[config.mk]
export PLATFORM = sky130hd
export DESIGN_NAME = sdram_access_arbiter
export DESIGN_NICKNAME = d
export VERILOG_FILES = /design/src/rtl/sdram_access_arbiter.sv
export SDC_FILE = /design/constraint.sdc
export NUM_CORES = 1
export LEC_CHECK = 0
export ABC_AREA = 1
export CAP_MARGIN = 20
export CORE_ASPECT_RATIO = 1.2
export CORE_UTILIZATION = 51
export DETAILED_ROUTE_END_ITERATION = 8
export PLACE_DENSITY = 0.76
export SYNTH_ARGS = -nofsm -noshare
export SYNTH_HDL_FRONTEND = slang
export SYNTH_SLANG_ARGS = --single-unit
[constraint.sdc]
create_clock -name clk -period 1.44 [get_ports clk]
set_clock_uncertainty 0.05 [all_clocks]
set_input_delay 0.216 -clock clk [delete_from_list [all_inputs] [get_ports clk]]
set_output_delay 0.216 -clock clk [all_outputs]
set_load 0.01 [all_outputs]
[src/rtl/sdram_access_arbiter.sv]
// SDRAM command-bus arbiter: shares the bus between the write path, the read
// path and the periodic auto-refresh. Owns the refresh interval timer and
// issues the precharge-all / auto-refresh sequence itself.
//
// Handshake: a path raises its req and holds it for the whole burst; the
// arbiter answers with a registered grant one cycle after sampling req in
// IDLE, keeps the grant while req stays high, and drops it the cycle after
// req is sampled low. o_refresh asks the owner to end its burst early; the
// arbiter never takes the bus away from a path that still holds req.
module sdram_access_arbiter #(
    parameter int T_AR_TIMEOUT = 1500,
    parameter int T_RP         = 2,
    parameter int T_RFC        = 7,
    parameter int REF_SLACK    = 64
) (
    input  logic        clk,
    input  logic        rst,
    input  logic        i_init_done,
    input  logic        i_wr_req,
    output logic        o_wr_grant,
    input  logic        i_rd_req,
    output logic        o_rd_grant,
    output logic        o_refresh,
    output logic        o_ref_active,
    output logic [2:0]  o_cmd,
    output logic        o_addr10,
    output logic        o_ref_late,
    output logic [15:0] o_ref_count,
    output logic [2:0]  dbg_state
);

    localparam int TIMER_W  = $clog2(T_AR_TIMEOUT + 1);
    localparam int WAIT_MAX = (T_RP > T_RFC) ? T_RP : T_RFC;
    localparam int WAIT_W   = $clog2(WAIT_MAX + 1);
    localparam int LATE_W   = $clog2(REF_SLACK + 2);

    // {ras, cas, we}, active low
    localparam logic [2:0] CMD_NOP = 3'b111;
    localparam logic [2:0] CMD_PRE = 3'b010;
    localparam logic [2:0] CMD_AR  = 3'b001;

    localparam logic [TIMER_W-1:0] TIMER_RELOAD = TIMER_W'(T_AR_TIMEOUT);

    typedef enum logic [2:0] {
        ST_IDLE,
        ST_GRANT_WR,
        ST_GRANT_RD,
        ST_REF_PRE,
        ST_REF_PRE_WAIT,
        ST_REF_AR,
        ST_REF_AR_WAIT
    } state_t;

    typedef enum logic {
        PATH_WR,
        PATH_RD
    } path_t;

    state_t              state;
    path_t               last_grant;
    logic [TIMER_W-1:0]  timer;
    logic [WAIT_W-1:0]   wait_cnt;
    logic [LATE_W-1:0]   late_cnt;
    logic                ref_done;

    // The refresh sequence ends on the last REF_AR_WAIT cycle.
    assign ref_done  = (state == ST_REF_AR_WAIT) && (wait_cnt == '0);
    assign dbg_state = state;

    // Arbitration FSM, refresh interval timer and refresh command sequencing.
    always_ff @(posedge clk or posedge rst) begin
        if (rst) begin
            state        <= ST_IDLE;
            last_grant   <= PATH_RD;
            timer        <= TIMER_RELOAD;
            wait_cnt     <= '0;
            o_wr_grant   <= 1'b0;
            o_rd_grant   <= 1'b0;
            o_refresh    <= 1'b0;
            o_ref_active <= 1'b0;
            o_cmd        <= CMD_NOP;
            o_addr10     <= 1'b0;
            o_ref_count  <= '0;
        end else if (!i_init_done) begin
            // SDRAM not ready: arbiter stays inert with the timer parked.
            state        <= ST_IDLE;
            timer        <= TIMER_RELOAD;
            wait_cnt     <= '0;
            o_wr_grant   <= 1'b0;
            o_rd_grant   <= 1'b0;
            o_refresh    <= 1'b0;
            o_ref_active <= 1'b0;
            o_cmd        <= CMD_NOP;
            o_addr10     <= 1'b0;
        end else begin
            // Timer counts down to zero, raises the pending flag and then
            // parks at zero until the refresh sequence reloads it.
            if (timer != '0) begin
                timer <= timer - 1'b1;
                if (timer == TIMER_W'(1)) begin
                    o_refresh <= 1'b1;
                end
            end

            case (state)
                ST_IDLE: begin
                    if (o_refresh) begin
                        state        <= ST_REF_PRE;
                        o_ref_active <= 1'b1;
                        o_cmd        <= CMD_PRE;
                        o_addr10     <= 1'b1;
                    end else if (i_wr_req && (!i_rd_req || last_grant == PATH_RD)) begin
                        state      <= ST_GRANT_WR;
                        o_wr_grant <= 1'b1;
                        last_grant <= PATH_WR;
                    end else if (i_rd_req) begin
                        state      <= ST_GRANT_RD;
                        o_rd_grant <= 1'b1;
                        last_grant <= PATH_RD;
                    end
                end
                ST_GRANT_WR: begin
                    if (!i_wr_req) begin
                        state      <= ST_IDLE;
                        o_wr_grant <= 1'b0;
                    end
                end
                ST_GRANT_RD: begin
                    if (!i_rd_req) begin
                        state      <= ST_IDLE;
                        o_rd_grant <= 1'b0;
                    end
                end
                ST_REF_PRE: begin
                    state    <= ST_REF_PRE_WAIT;
                    o_cmd    <= CMD_NOP;
                    o_addr10 <= 1'b0;
                    wait_cnt <= WAIT_W'(T_RP - 1);
                end
                ST_REF_PRE_WAIT: begin
                    if (wait_cnt == '0) begin
                        state <= ST_REF_AR;
                        o_cmd <= CMD_AR;
                    end else begin
                        wait_cnt <= wait_cnt - 1'b1;
                    end
                end
                ST_REF_AR: begin
                    state    <= ST_REF_AR_WAIT;
                    o_cmd    <= CMD_NOP;
                    wait_cnt <= WAIT_W'(T_RFC - 1);
                end
                ST_REF_AR_WAIT: begin
                    if (wait_cnt == '0) begin
                        state        <= ST_IDLE;
                        o_ref_active <= 1'b0;
                        o_refresh    <= 1'b0;
                        timer        <= TIMER_RELOAD;
                        o_ref_count  <= o_ref_count + 16'd1;
                    end else begin
                        wait_cnt <= wait_cnt - 1'b1;
                    end
                end
                default: begin
                    state        <= ST_IDLE;
                    o_wr_grant   <= 1'b0;
                    o_rd_grant   <= 1'b0;
                    o_ref_active <= 1'b0;
                    o_cmd        <= CMD_NOP;
                    o_addr10     <= 1'b0;
                end
            endcase
        end
    end

    // Late monitor: counts pending cycles (saturating) and latches the sticky
    // late flag once a refresh has waited longer than REF_SLACK cycles.
    always_ff @(posedge clk or posedge rst) begin
        if (rst) begin
            late_cnt   <= '0;
            o_ref_late <= 1'b0;
        end else if (!i_init_done) begin
            late_cnt <= '0;
        end else begin
            if (o_refresh) begin
                if (late_cnt == LATE_W'(REF_SLACK)) begin
                    o_ref_late <= 1'b1;
                end else begin
                    late_cnt <= late_cnt + 1'b1;
                end
            end
            if (ref_done) begin
                late_cnt <= '0;
            end
        end
    end

endmodule

# Yosys cells after proc, flatten, opt, wreduce, memory -nomap -nowiden
# Cells that the tools add are included.
dict set report classes {
  addsub 4
  eq_ne 27
  n_mux 47
  bitwise_logic 1
  reduce_logical 25
}
# op n
set op_table {}
lappend op_table {{two-way mux 11 bit} 4}
lappend op_table {{two-way mux 3 bit} 13}
lappend op_table {{!= test 3 bit (second input constant)} 10}
lappend op_table {{two-way mux 7 bit} 4}
lappend op_table {{one-hot mux 3 bit (7 select lines)} 1}
lappend op_table {{OR reduction 5 bit} 4}
lappend op_table {{two-way mux 1 bit} 19}
lappend op_table {{one-hot mux 3 bit (3 select lines)} 2}
lappend op_table {{adder 16 x 1 -> 16 bit (second input constant)} 1}
lappend op_table {{AND reduction 3 bit} 4}
lappend op_table {{== test 11 x 1 -> 1 bit (second input constant)} 1}
lappend op_table {{nonzero test 11 bit} 1}
lappend op_table {{subtractor 11 x 1 -> 11 bit (second input constant)} 1}
lappend op_table {{!= test 2 bit (second input constant)} 5}
lappend op_table {{AND reduction 5 bit} 2}
lappend op_table {{== test 3 bit (second input constant)} 3}
lappend op_table {{one-hot mux 1 bit (3 select lines)} 3}
lappend op_table {{AND reduction 4 bit} 2}
lappend op_table {{adder 7 x 1 -> 7 bit (second input constant)} 1}
lappend op_table {{== test 7 bit (second input constant)} 1}
lappend op_table {{== test 3 x 2 -> 1 bit (second input constant)} 2}
lappend op_table {{logical NOT 3 bit} 2}
lappend op_table {{AND reduction 2 bit} 3}
lappend op_table {{!= test 5 bit (second input constant)} 1}
lappend op_table {{13 further kinds} 14}
dict set report word_totals {
  reg_bits 50
  input_bits 5
  output_inout_bits 28
}

# Depth between registers and ports, before layout
dict set report logic_depth {
  ltp_word 7
  mapped_depth 10
}

# Worst setup path after synthesis
# Ideal clock, no wire load.
dict set report synth_path {
  path_type {flip-flop to flip-flop}
  startpoint {register wait_cnt[0]}
  endpoint {register o_ref_count[2]}
  setup_time_ns 0.127
  arrival_ns 1.361
  required_time_ns 1.263
  slack_ns -0.098
  stages_incl_launch_ff 10
  path_cell_list {dfrtp_1 > inv_1 > ha_1 > inv_1 > nor2_1 > nand3_4 > nor2_8 > buf_8 > nand2_4 > xnor2_2}
}
dict set report synth_between {
  elab_chain_len 2
}
# element line
set synth_rtl {}
lappend synth_rtl {{from (decl)} 62} ;# logic [WAIT_W-1:0] wait_cnt;
lappend synth_rtl {{from (signal assigned)} 138} ;# wait_cnt <= WAIT_W'(T_RP - 1);
lappend synth_rtl {{from (signal assigned)} 145} ;# wait_cnt <= wait_cnt - 1'b1;
lappend synth_rtl {{from (signal assigned)} 151} ;# wait_cnt <= WAIT_W'(T_RFC - 1);
lappend synth_rtl {{logical NOT 3 bit} 154} ;# if (wait_cnt == '0) begin
lappend synth_rtl {{AND reduction 3 bit (no source line)} --}
lappend synth_rtl {{to (signal assigned)} 159} ;# o_ref_count <= o_ref_count + 16'd1;
lappend synth_rtl {{to (decl)} 28} ;# output logic [15:0] o_ref_count,
# No other way between the ends.
# A chain may end at the register's enable or synchronous reset.

# Worst setup path in the final report
dict set report layout_path {
  startpoint {register wait_cnt[0]}
  endpoint {register o_ref_count[3]}
}
# Same word-level chain as after synthesis.

==> results.sh <==
export IMPL_fmax_ghz=0.625
export IMPL_nFillCells=378
export IMPL_violations="setup timing"
export IMPL_finalInstanceArea_sq_um=4580
export IMPL_diodes=0
export IMPL_synthDistinctLibCells=32
export IMPL_drc=0
export IMPL_overflow=0
export IMPL_setup_viol=28
export IMPL_die_x_microns=73.2
export IMPL_ff2ff_setup_slack_ps=-160
export IMPL_avgRoutedWirePerCell_microns=14.2
export IMPL_antenna_found_initial=0
export IMPL_clk_pin_slew_ps=100
export IMPL_syn_to_final_growth_pct=47.7
export IMPL_crit_required_ps=1610
export IMPL_synth_sequential_area_ratio_pct=40.8
export IMPL_tns_ps=-1440
export IMPL_gp_congestion=0.891
export IMPL_status="finished, violations left"
export IMPL_grt_setup_unrepaired="true"
export IMPL_cts_tree="done"
export IMPL_synthArstFlopShare_pct=100
export IMPL_syn_inst=424
export IMPL_cts_root_buf="clkbuf_8"
export IMPL_finalHoldViolCount=0
export IMPL_drtIter0Drc=206
export IMPL_start_kind="flop"
export IMPL_synth_edf_count=0
export IMPL_grt_pass1_wl_microns=13700
export IMPL_power_leakage_nw=2.28
export IMPL_avgSynthCellArea_sq_um=7.32
export IMPL_slew_violations=0
export IMPL_h_tree_depth=2
export IMPL_vias=3257
export IMPL_timing_final_ws_setup_ps=-159
export IMPL_syn_nets=437
export IMPL_peakVddDrop_mv=0.543
export IMPL_row_count=30
export IMPL_core_area_sq_um=5740
export IMPL_clk_latency_ps=320
export IMPL_grtUsageTotal_pct=27.7
export IMPL_worstPathArrival_ps=1760
export IMPL_slowest_stage="dfrtp_1"
export IMPL_postPlaceCellArea_sq_um=3890
export IMPL_post_layout_nonfiller_instances=621
export IMPL_cpPeakStageDelay_ps=390
export IMPL_die_h_microns=87.4
export IMPL_fin_crit_sh_pct=111
export IMPL_antenna_left=0
export IMPL_cts_buffers_inserted=5
export IMPL_cts_hold_buf=0
export IMPL_cts_sinks=50
export IMPL_io_pins=33
export IMPL_routed_wl_microns=8840
export IMPL_drv_cap=0
export IMPL_placed_cells=578
export IMPL_grt_max_degree=22
export IMPL_cp_max_fo=4
export IMPL_dp_hpwl_microns=5470
export IMPL_slew_limit_headroom_pct=75.4
export IMPL_initial_core_util_pct=54.0
export IMPL_worstHoldPathType="input pin to async pin"
export IMPL_crit_type="flop to flop"
export IMPL_cts_path_max_buffers=2
export IMPL_layout_drive_gt1_share_pct=38.6
export IMPL_mostFrequentLayoutCell="nand2_1"
export IMPL_final_nets=553
export IMPL_ys_warn_count=0
export IMPL_worstSetupEndpointType="flop"
export IMPL_synth_flop_cell="dfrtp_1"
export IMPL_path_cells="inv_2, ha_4, inv_2, nor2_4, nand3_4, buf_12, nor2_4, buf_4, nand2_4, xnor2_2"
export IMPL_layout_common_cells="101 x nand2_1, 67 x buf_4, 42 x nor2_1"
export IMPL_syn_area_sq_um=3100
export IMPL_routed_via_density=5.24
export IMPL_grt_pass1_vias=3109
export IMPL_dr_pass1_iters=7
export IMPL_finalCriticalPeriod_ps=1600
export IMPL_power_density_nw_per_um2=973
export IMPL_port_buffers=32
export IMPL_dieArea_sq_um=6400
export IMPL_synth_seq_cells=50
export IMPL_tightest_slew_ps=368
stage by stage:
stage | utilization, % | hold WS [ps] | total power [mW] | worst slack [ps]
2_1_floorplan | - | 204 | 2.59 | -29.7
3_3_place_gp | 67.7 | 402 | 3.25 | -148
3_5_place_dp | 67.7 | 407 | 3.28 | -194
4_1_cts | 73.0 | 150 | 4.17 | -96.0
5_1_grt | 79.8 | 162 | 4.72 | -216
6_report | 79.8 | 150 | 4.46 | -159
worst paths after layout:
path,endpoint,cells after the start,startpoint
min,late_cnt[1]$_DFFE_PP0P_,2,rst
max,o_ref_count[3]$_DFFE_PP0P_,10,wait_cnt[0]$_DFFE_PP0P_
min in group clk,o_cmd[0]$_DFFE_PP1P_,2,o_cmd[0]$_DFFE_PP1P_
max in group asynchronous,last_grant$_DFFE_PP1P_,3,rst
min reg2reg,o_cmd[0]$_DFFE_PP1P_,2,o_cmd[0]$_DFFE_PP1P_
max reg2reg,o_ref_count[3]$_DFFE_PP0P_,10,wait_cnt[0]$_DFFE_PP0P_
worst max-delay path: cells and delay by family, from the launching register on:
kind / cells / cell delay (ps)
buffers and inverters: 4 / 420
xor gates and xnor gates: 1 / 120
and+or+nand+nor: 4 / 380
adders and majority gates: 1 / 130
DFF: 1 / 390
cell usage after synthesis, types with 4 or more instances:
cell,count,area (sq um)
a21oi_1,13,65.1
nor2_1,58,218
nand2_1,126,473
xor2_1,4,35.0
nand3_1,35,175
xnor2_1,4,35.0
dfstp_2,11,289
dfrtp_1,39,976
o21ai_0,19,95.1
nand4_1,11,68.8
inv_1,50,188
nor3_1,4,20.0
buf_4,5,37.5
inv_2,5,18.8
o211ai_1,5,37.5
ha_1,8,100
kinds of logic (layout without fill, tap and decap cells):
logic type	count (synthesis)	after routing	share of synthesized area (%)
buffers and inverters	64	178	9.23
adders and majority gates	8	8	3.23
AOI/OAI and AO/OA	42	42	7.38
DFF	50	50	40.8
xor gates and xnor gates	10	10	3.31
and+or+nand+nor	250	253	36.1
registers in the layout, summed over array words and instances (netlist names):
name          count
dbg_state         3
last_grant        1
late_cnt          7
o_addr10          1
o_cmd             3
o_rd_grant        1
o_ref_active      1
o_ref_count      16
o_ref_late        1
o_refresh         1
o_wr_grant        1
timer            11
wait_cnt          3
routing by layer:
metal	GRT usage (%)	part of all wire, %	up-vias
met5	0	0	-
met2	50.2	53	101
met3	4.17	3.3	26
li1	-	-	1579
met1	32.4	41	1551
met4	10.9	3.1	0
repair_timing:
| action | CTS | global route |
|---|---|---|
| buffers inserted | 18 | 14 |
| resized for setup | 63 | 101 |
| cloned | 3 | 1 |
| pin swaps | 16 | 30 |
| setup endpoints to repair | 73 | 51 |
final cells by class:
class / count / area [sq um] / area share (%)
multi-input combinational: 313 / 1900 / 41.3
sequential: 50 / 1270 / 27.7
timing repair buffer: 115 / 998 / 21.8
inverter: 55 / 235 / 5.13
tap: 80 / 100 / 2.18
clock buffer: 6 / 72.6 / 1.58
clock inverter: 2 / 13.8 / 0.300
power by group:
group,internal (mW),total [mW],switching [mW]
combinational,0.835,1.88,1.04
sequential,1.63,1.74,0.112
clock,0.344,0.844,0.500
total,2.81,4.46,1.65
(Power assumes the default switching activity.)
